[src/rtl/ascon_pkg.sv]
// Shared Ascon types, round constants and FSM encodings for the
// finalization engine and its round datapath.
package ascon_pkg;

    localparam int LANE_W    = 64;
    localparam int ROUNDS_PA = 12;

    localparam logic MODE_ENC = 1'b0;
    localparam logic MODE_DEC = 1'b1;

    typedef logic [LANE_W-1:0] lane_t;

    typedef struct packed {
        lane_t x0;
        lane_t x1;
        lane_t x2;
        lane_t x3;
        lane_t x4;
    } ascon_state_t;

    typedef enum logic [1:0] {
        ST_IDLE = 2'd0,
        ST_PERM = 2'd1,
        ST_DONE = 2'd2
    } state_e;

    // p12 constants, index 0 first; top four slots pad to a 4-bit index
    localparam logic [15:0][7:0] RC = {
        8'h00, 8'h00, 8'h00, 8'h00,
        8'h4b, 8'h5a, 8'h69, 8'h78,
        8'h87, 8'h96, 8'ha5, 8'hb4,
        8'hc3, 8'hd2, 8'he1, 8'hf0
    };

    function automatic lane_t ror(input lane_t v, input int unsigned n);
        return (v >> n) | (v << (LANE_W - n));
    endfunction

endpackage

[src/rtl/ascon_finalization_iter_round.sv]
// One Ascon permutation round: constant addition, bitsliced 5-bit
// S-box layer and the per-lane linear diffusion layer.
module ascon_round
    import ascon_pkg::*;
(
    input  ascon_state_t s_i,
    input  logic [7:0]   rc_i,
    output ascon_state_t s_o
);

    lane_t x0, x1, x2, x3, x4;
    lane_t t0, t1, t2, t3, t4;

    always_comb begin
        x0 = s_i.x0;
        x1 = s_i.x1;
        x2 = s_i.x2 ^ {{(LANE_W-8){1'b0}}, rc_i};
        x3 = s_i.x3;
        x4 = s_i.x4;

        x0 ^= x4;
        x4 ^= x3;
        x2 ^= x1;
        t0 = ~x0 & x1;
        t1 = ~x1 & x2;
        t2 = ~x2 & x3;
        t3 = ~x3 & x4;
        t4 = ~x4 & x0;
        x0 ^= t1;
        x1 ^= t2;
        x2 ^= t3;
        x3 ^= t4;
        x4 ^= t0;
        x1 ^= x0;
        x0 ^= x4;
        x3 ^= x2;
        x2 = ~x2;

        s_o.x0 = x0 ^ ror(x0, 19) ^ ror(x0, 28);
        s_o.x1 = x1 ^ ror(x1, 61) ^ ror(x1, 39);
        s_o.x2 = x2 ^ ror(x2, 1)  ^ ror(x2, 6);
        s_o.x3 = x3 ^ ror(x3, 10) ^ ror(x3, 17);
        s_o.x4 = x4 ^ ror(x4, 7)  ^ ror(x4, 41);
    end

endmodule

[src/rtl/ascon_finalization_iter.sv]
// Iterative Ascon finalization: key injection, p12 over UNROLL rounds
// per cycle, tag extraction and constant-time tag compare.
module ascon_finalization_iter
    import ascon_pkg::*;
#(
    parameter int RATE_W = 128,
    parameter int UNROLL = 1,
    parameter int TAG_W  = 128
) (
    input  logic             clk,
    input  logic             rst,
    input  logic             in_valid,
    output logic             in_ready,
    input  logic             mode,
    input  logic [127:0]     key,
    input  logic [63:0]      x0_i,
    input  logic [63:0]      x1_i,
    input  logic [63:0]      x2_i,
    input  logic [63:0]      x3_i,
    input  logic [63:0]      x4_i,
    input  logic [TAG_W-1:0] tag_exp,
    output logic             out_valid,
    input  logic             out_ready,
    output logic [TAG_W-1:0] tag,
    output logic             tag_ok,
    output logic             busy
);

    localparam int         STEPS = ROUNDS_PA / UNROLL;
    localparam logic [3:0] LAST  = 4'(STEPS - 1);
    localparam logic [3:0] UN4   = 4'(UNROLL);

    if (!(UNROLL inside {1, 2, 3, 4, 6, 12})) begin : g_bad_unroll
        $error("ascon_finalization_iter: illegal UNROLL");
    end
    if (!(RATE_W inside {64, 128})) begin : g_bad_rate
        $error("ascon_finalization_iter: illegal RATE_W");
    end
    if (TAG_W < 64 || TAG_W > 128) begin : g_bad_tag
        $error("ascon_finalization_iter: illegal TAG_W");
    end

    state_e            state_q, state_d;
    logic [3:0]        cnt_q, cnt_d;
    ascon_state_t      st_q, st_d;
    logic [127:0]      key_q, key_d;
    logic              mode_q, mode_d;
    logic [TAG_W-1:0]  texp_q, texp_d;
    logic [TAG_W-1:0]  tag_q, tag_d;
    logic              ok_q, ok_d;

    ascon_state_t      inj;
    ascon_state_t      chain [UNROLL+1];
    logic [127:0]      tag_full;
    logic [TAG_W-1:0]  tag_calc;

    always_comb begin
        inj = '{x0: x0_i, x1: x1_i, x2: x2_i, x3: x3_i, x4: x4_i};
        if (RATE_W == 64) begin
            inj.x1 ^= key[127:64];
            inj.x2 ^= key[63:0];
        end else begin
            inj.x2 ^= key[127:64];
            inj.x3 ^= key[63:0];
        end
    end

    assign chain[0] = st_q;

    for (genvar i = 0; i < UNROLL; i++) begin : g_round
        logic [3:0] idx;
        assign idx = 4'(cnt_q * UN4 + 4'(i));
        ascon_round u_round (
            .s_i  (chain[i]),
            .rc_i (RC[idx]),
            .s_o  (chain[i+1])
        );
    end

    assign tag_full = {chain[UNROLL].x3 ^ key_q[127:64],
                       chain[UNROLL].x4 ^ key_q[63:0]};
    assign tag_calc = tag_full[127 -: TAG_W];

    always_comb begin
        state_d = state_q;
        cnt_d   = cnt_q;
        st_d    = st_q;
        key_d   = key_q;
        mode_d  = mode_q;
        texp_d  = texp_q;
        tag_d   = tag_q;
        ok_d    = ok_q;
        unique case (state_q)
            ST_IDLE: begin
                if (in_valid && in_ready) begin
                    state_d = ST_PERM;
                    cnt_d   = '0;
                    st_d    = inj;
                    key_d   = key;
                    mode_d  = mode;
                    texp_d  = (mode == MODE_DEC) ? tag_exp : '0;
                end
            end
            ST_PERM: begin
                st_d = chain[UNROLL];
                if (cnt_q == LAST) begin
                    // XOR-OR reduction keeps the compare data-independent
                    tag_d   = tag_calc;
                    ok_d    = mode_q & ~(|(tag_calc ^ texp_q));
                    state_d = ST_DONE;
                end else begin
                    cnt_d = cnt_q + 4'd1;
                end
            end
            ST_DONE: begin
                if (out_ready) begin
                    state_d = ST_IDLE;
                    cnt_d   = '0;
                    st_d    = '0;
                    key_d   = '0;
                    mode_d  = MODE_ENC;
                    texp_d  = '0;
                    tag_d   = '0;
                    ok_d    = 1'b0;
                end
            end
            default: state_d = ST_IDLE;
        endcase
    end

    always_ff @(posedge clk or posedge rst) begin
        if (rst) begin
            state_q <= ST_IDLE;
            cnt_q   <= '0;
            st_q    <= '0;
            key_q   <= '0;
            mode_q  <= MODE_ENC;
            texp_q  <= '0;
            tag_q   <= '0;
            ok_q    <= 1'b0;
        end else begin
            state_q <= state_d;
            cnt_q   <= cnt_d;
            st_q    <= st_d;
            key_q   <= key_d;
            mode_q  <= mode_d;
            texp_q  <= texp_d;
            tag_q   <= tag_d;
            ok_q    <= ok_d;
        end
    end

    assign in_ready  = (state_q == ST_IDLE) && !rst;
    assign out_valid = (state_q == ST_DONE);
    assign busy      = (state_q != ST_IDLE);
    assign tag       = tag_q;
    assign tag_ok    = ok_q;

endmodule

[config.mk]
export PLATFORM = sky130hd
export DESIGN_NAME = ascon_finalization_iter
export DESIGN_NICKNAME = d
export VERILOG_FILES = /design/src/rtl/ascon_pkg.sv /design/src/rtl/ascon_finalization_iter_round.sv /design/src/rtl/ascon_finalization_iter.sv
export SDC_FILE = /design/constraint.sdc
export NUM_CORES = 2
export LEC_CHECK = 0
export BUFFER_PORTS_ARGS = -buffer_cell sky130_fd_sc_hd__buf_2
export CORE_MARGIN = 3
export CORE_UTILIZATION = 40
export CTS_CLUSTER_DIAMETER = 120
export DETAILED_ROUTE_END_ITERATION = 8
export GPL_ROUTABILITY_DRIVEN = 0
export PLACE_DENSITY = 0.64
export SLEW_MARGIN = 20
export SYNTH_ARGS = -nofsm -noshare
export SYNTH_HDL_FRONTEND = slang
export SYNTH_SLANG_ARGS = --single-unit
[constraint.sdc]
create_clock -name clk -period 75.8 [get_ports clk]
set_input_delay 22.74 -clock clk [delete_from_list [all_inputs] [get_ports clk]]
set_output_delay 22.74 -clock clk [all_outputs]
set_load 0.05 [all_outputs]
==> flow_metrics.py <==
metrics = {
    "status": {
        "outcome": "complete, but fails checks",
        "violations": "DRC",
    },
    "routing": {
        "routed_via_density": 6.42,
        "drtIter0Drc": 8451,
        "drc": 151,
        "wirelength_um": 279000,
        "wire_per_inst_um": 36.5,
        "drt_first_pass_iters": 9,
        "vias": 48900,
        "antenna_left": 0,
    },
    "worst_setup_path": {
        "critPathMaxFanout": 2,
        "arrival_ns": 23.37,
        "crit_type": "input pin to primary output",
        "crit_start": "rst",
        "worstPathCellList": "buf_2 > nor2_1 > buf_2",
        "required_ns": 53.06,
        "crit_path_frequent_cell": "buf_2",
        "r2r-start": "cnt_q[3]$_DFFE_PP0P_",
        "start_kind": "input pin",
        "cp-end-kind": "primary output",
        "critical-path-slowest-cell": "buf_2",
        "crit_path_max_incr_delay_ns": 0.31,
    },
    "logic_synthesis": {
        "synthAdderAreaFrac_pct": 3.39,
        "syn_nets": 5975,
        "synth_xor_xnor_area_share_pct": 27.7,
        "netlist_area_um2": 49700,
        "avgSynthCellArea_um2": 9.45,
        "ys_dominant_reg_cell": "dfrtp_1",
        "syn_inst": 5260,
        "synth_mux_area_share_pct": 1.46,
        "synthSimpleGateAreaFrac_pct": 11.4,
        "ys_warn_count": 0,
        "ys_seq_area_share_pct": 35.8,
        "yosysUniqueCellTypes": 80,
        "synth_edf_count": 0,
        "synth_compound_area_share_pct": 16.8,
        "synth_top_family_by_area": "XOR/XNOR gates",
        "synth_async_sr_flop_share_pct": 100,
        "synth_seq_cells": 712,
    },
    "sta": {
        "finalSetupTns_ns": 0,
        "finalHoldViolations": 0,
        "fmax_mhz": 21.7,
        "layout_setup_ws_ns": 29.69,
        "finalSetupViolCount": 0,
        "fin_crit_ns": 46.11,
        "slew_headroom_pct": 8.77,
        "finClkSkew_ns": 0.0433,
        "finalCritPeriodShare_pct": 60.8,
        "slew_viol_final": 0,
        "max_slew.worst_pin.slew_ns": 1.36,
        "rsz0062_at_grt": "false",
    },
    "cells_and_area": {
        "fill_cells": 11700,
        "area_growth_syn_to_layout_pct": 17.8,
        "final_common_cell": "xnor2_1",
        "nets": 6623,
        "drive_above_1_share_pct": 18.7,
        "final_cell_mix": "xnor2_1, buf_2, dfrtp_1, xor2_1, nand2_1",
        "utilization_pct": 47.8,
    },
    "global_routing": {
        "grt_pass1_wl_um": 367000,
        "grt-ovfl-total": 0,
        "grt_pass1_vias": 45200,
        "grt_use_total_pct": 41.8,
        "grt_start_max_net_pins": 181,
        "antenna_found_initial": 30,
    },
    "worst_hold_path": {
        "min_from": "tag[36]$_DFFE_PP0P_",
        "hold_path_class": "flip-flop to flip-flop",
    },
    "floorplan": {
        "die_w_um": 359,
        "design.core.area_um2": 123000,
        "rows": 128,
        "initial_core_util_pct": 40.6,
        "dieHeight_um": 359,
        "die-area_um2": 129000,
        "io_pins": 713,
    },
    "clock_tree": {
        "postCtsResizedCells": 0,
        "cts_inserted_buffers": 88,
        "clkTransAtPathRegs_ns": 0.06,
        "cts.sinks": 712,
        "cts_tree": "built",
        "clock_latency_ns": 0.71,
        "cts_buffer_depth": 3,
        "cts_setup_buffers": 0,
        "cts_hold_buf": 0,
        "h-tree-depth": 3,
        "clock-root-buffer": "clkbuf_16",
    },
    "run": {
        "max-cap-violations": 0,
    },
    "placement": {
        "hpwlAfterDp_um": 219000,
        "io_buffers": 712,
        "dp_slack_ns": 29.73,
    },
}
[worst max-delay path: cells and delay by family]
kind,cells,cell delay [ns]
buf+inv,2,0.45
simple gates,1,0.19
[logic make-up after synthesis]
logic type / count (synthesis)
AOI/OAI and AO/OA: 1210
xor gates and xnor gates: 1461
adders and majority gates: 135
buffers and inverters: 443
DFF: 712
muxes: 72
and+or+nand+nor: 1227
[layout make-up]
cell class                      instances  area, um2  area share [%]
Clock inverter                         44        477           0.814
Multi-Input combinational cell       4105      30500            52.1
Inverter                              175        669            1.14
Tap cell                             1625       2030            3.47
Antenna cell                           19       47.5          0.0812
Sequential cell                       712      17800            30.4
Clock buffer                          118       2510            4.28
Timing Repair Buffer                  826       4510            7.71
[per-stage QoR]
stage               hold WS (ns)  cell area (um2)  cells
finish                     0.472            58600   7624
global route               0.492            58500   7607
CTS                        0.477            58300   7599
detailed placement         0.465            55300   7437
global placement           0.459            55300   7437
floorplan                  0.449            49700   5260
[layer usage]
metal | part of all wire, % | GRT usage, % | vias up
met3 | 16 | 21.9 | 1246
li1 | - | - | 19600
met1 | 35 | 49.7 | 23800
met5 | 0.20 | 2.83 | -
met2 | 38 | 55.3 | 4259
met4 | 10 | 33.6 | 22
[flip-flops by register name (all words and copies together) (netlist names)]
signal   flops
tag        128
texp_q     128
cnt_q        4
tag_ok       1
state_q      2
key_q      128
mode_q       1
chain      320
[final timing paths]
| kind | endpoint | slack, ns | cells after the start |
|---|---|---|---|
| setup / recovery | in_ready | 29.69 | 3 |
| hold / removal | tag[36]$_DFFE_PP0P_ | 0.47 | 2 |
| setup reg to reg | tag_ok$_DFFE_PP0P_ | 69.83 | 13 |
| hold reg to reg | tag[36]$_DFFE_PP0P_ | 0.47 | 2 |
| max in group asynchronous | chain[435]$_DFFE_PP0P_ | 50.99 | 5 |
| min in group asynchronous | key_q[67]$_DFFE_PP0P_ | 22.21 | 2 |
[cells in the mapped netlist (all sizes together), types with 7 or more instances]
cell type / count / area [um2]
nor3b: 32 / 240
o31ai: 7 / 52.6
nand3b: 19 / 143
a32oi: 14 / 123
xnor2: 926 / 8470
dfrtp: 712 / 17800
nand4: 35 / 219
ha: 134 / 1680
o21ai: 324 / 1620
nand2: 467 / 1760
nor2: 367 / 1380
o22ai: 31 / 194
a211oi: 7 / 52.6
inv: 175 / 657
xor2: 525 / 5090
o221ai: 68 / 596
nand2b: 144 / 901
o311ai: 7 / 61.3
nor4: 25 / 163
mux2i: 67 / 671
nor3: 39 / 195
xnor3: 8 / 180
a22o: 148 / 1300
nor4b: 8 / 70.1
a31oi: 11 / 68.8
a311oi: 12 / 105
o211ai: 8 / 60.1
or4: 7 / 52.6
a22oi: 9 / 67.6
clkbuf: 256 / 961
o21a: 67 / 503
a221oi: 227 / 1990
a32o: 7 / 70.1
a21oi: 216 / 1090
o32ai: 16 / 140
buf: 12 / 46.3
nor2b: 13 / 81.3
nand3: 33 / 165
Power is left out: the tool's default activity adds up to more than one toggle a clock period on the data nets, which glitch-free logic cannot reach.
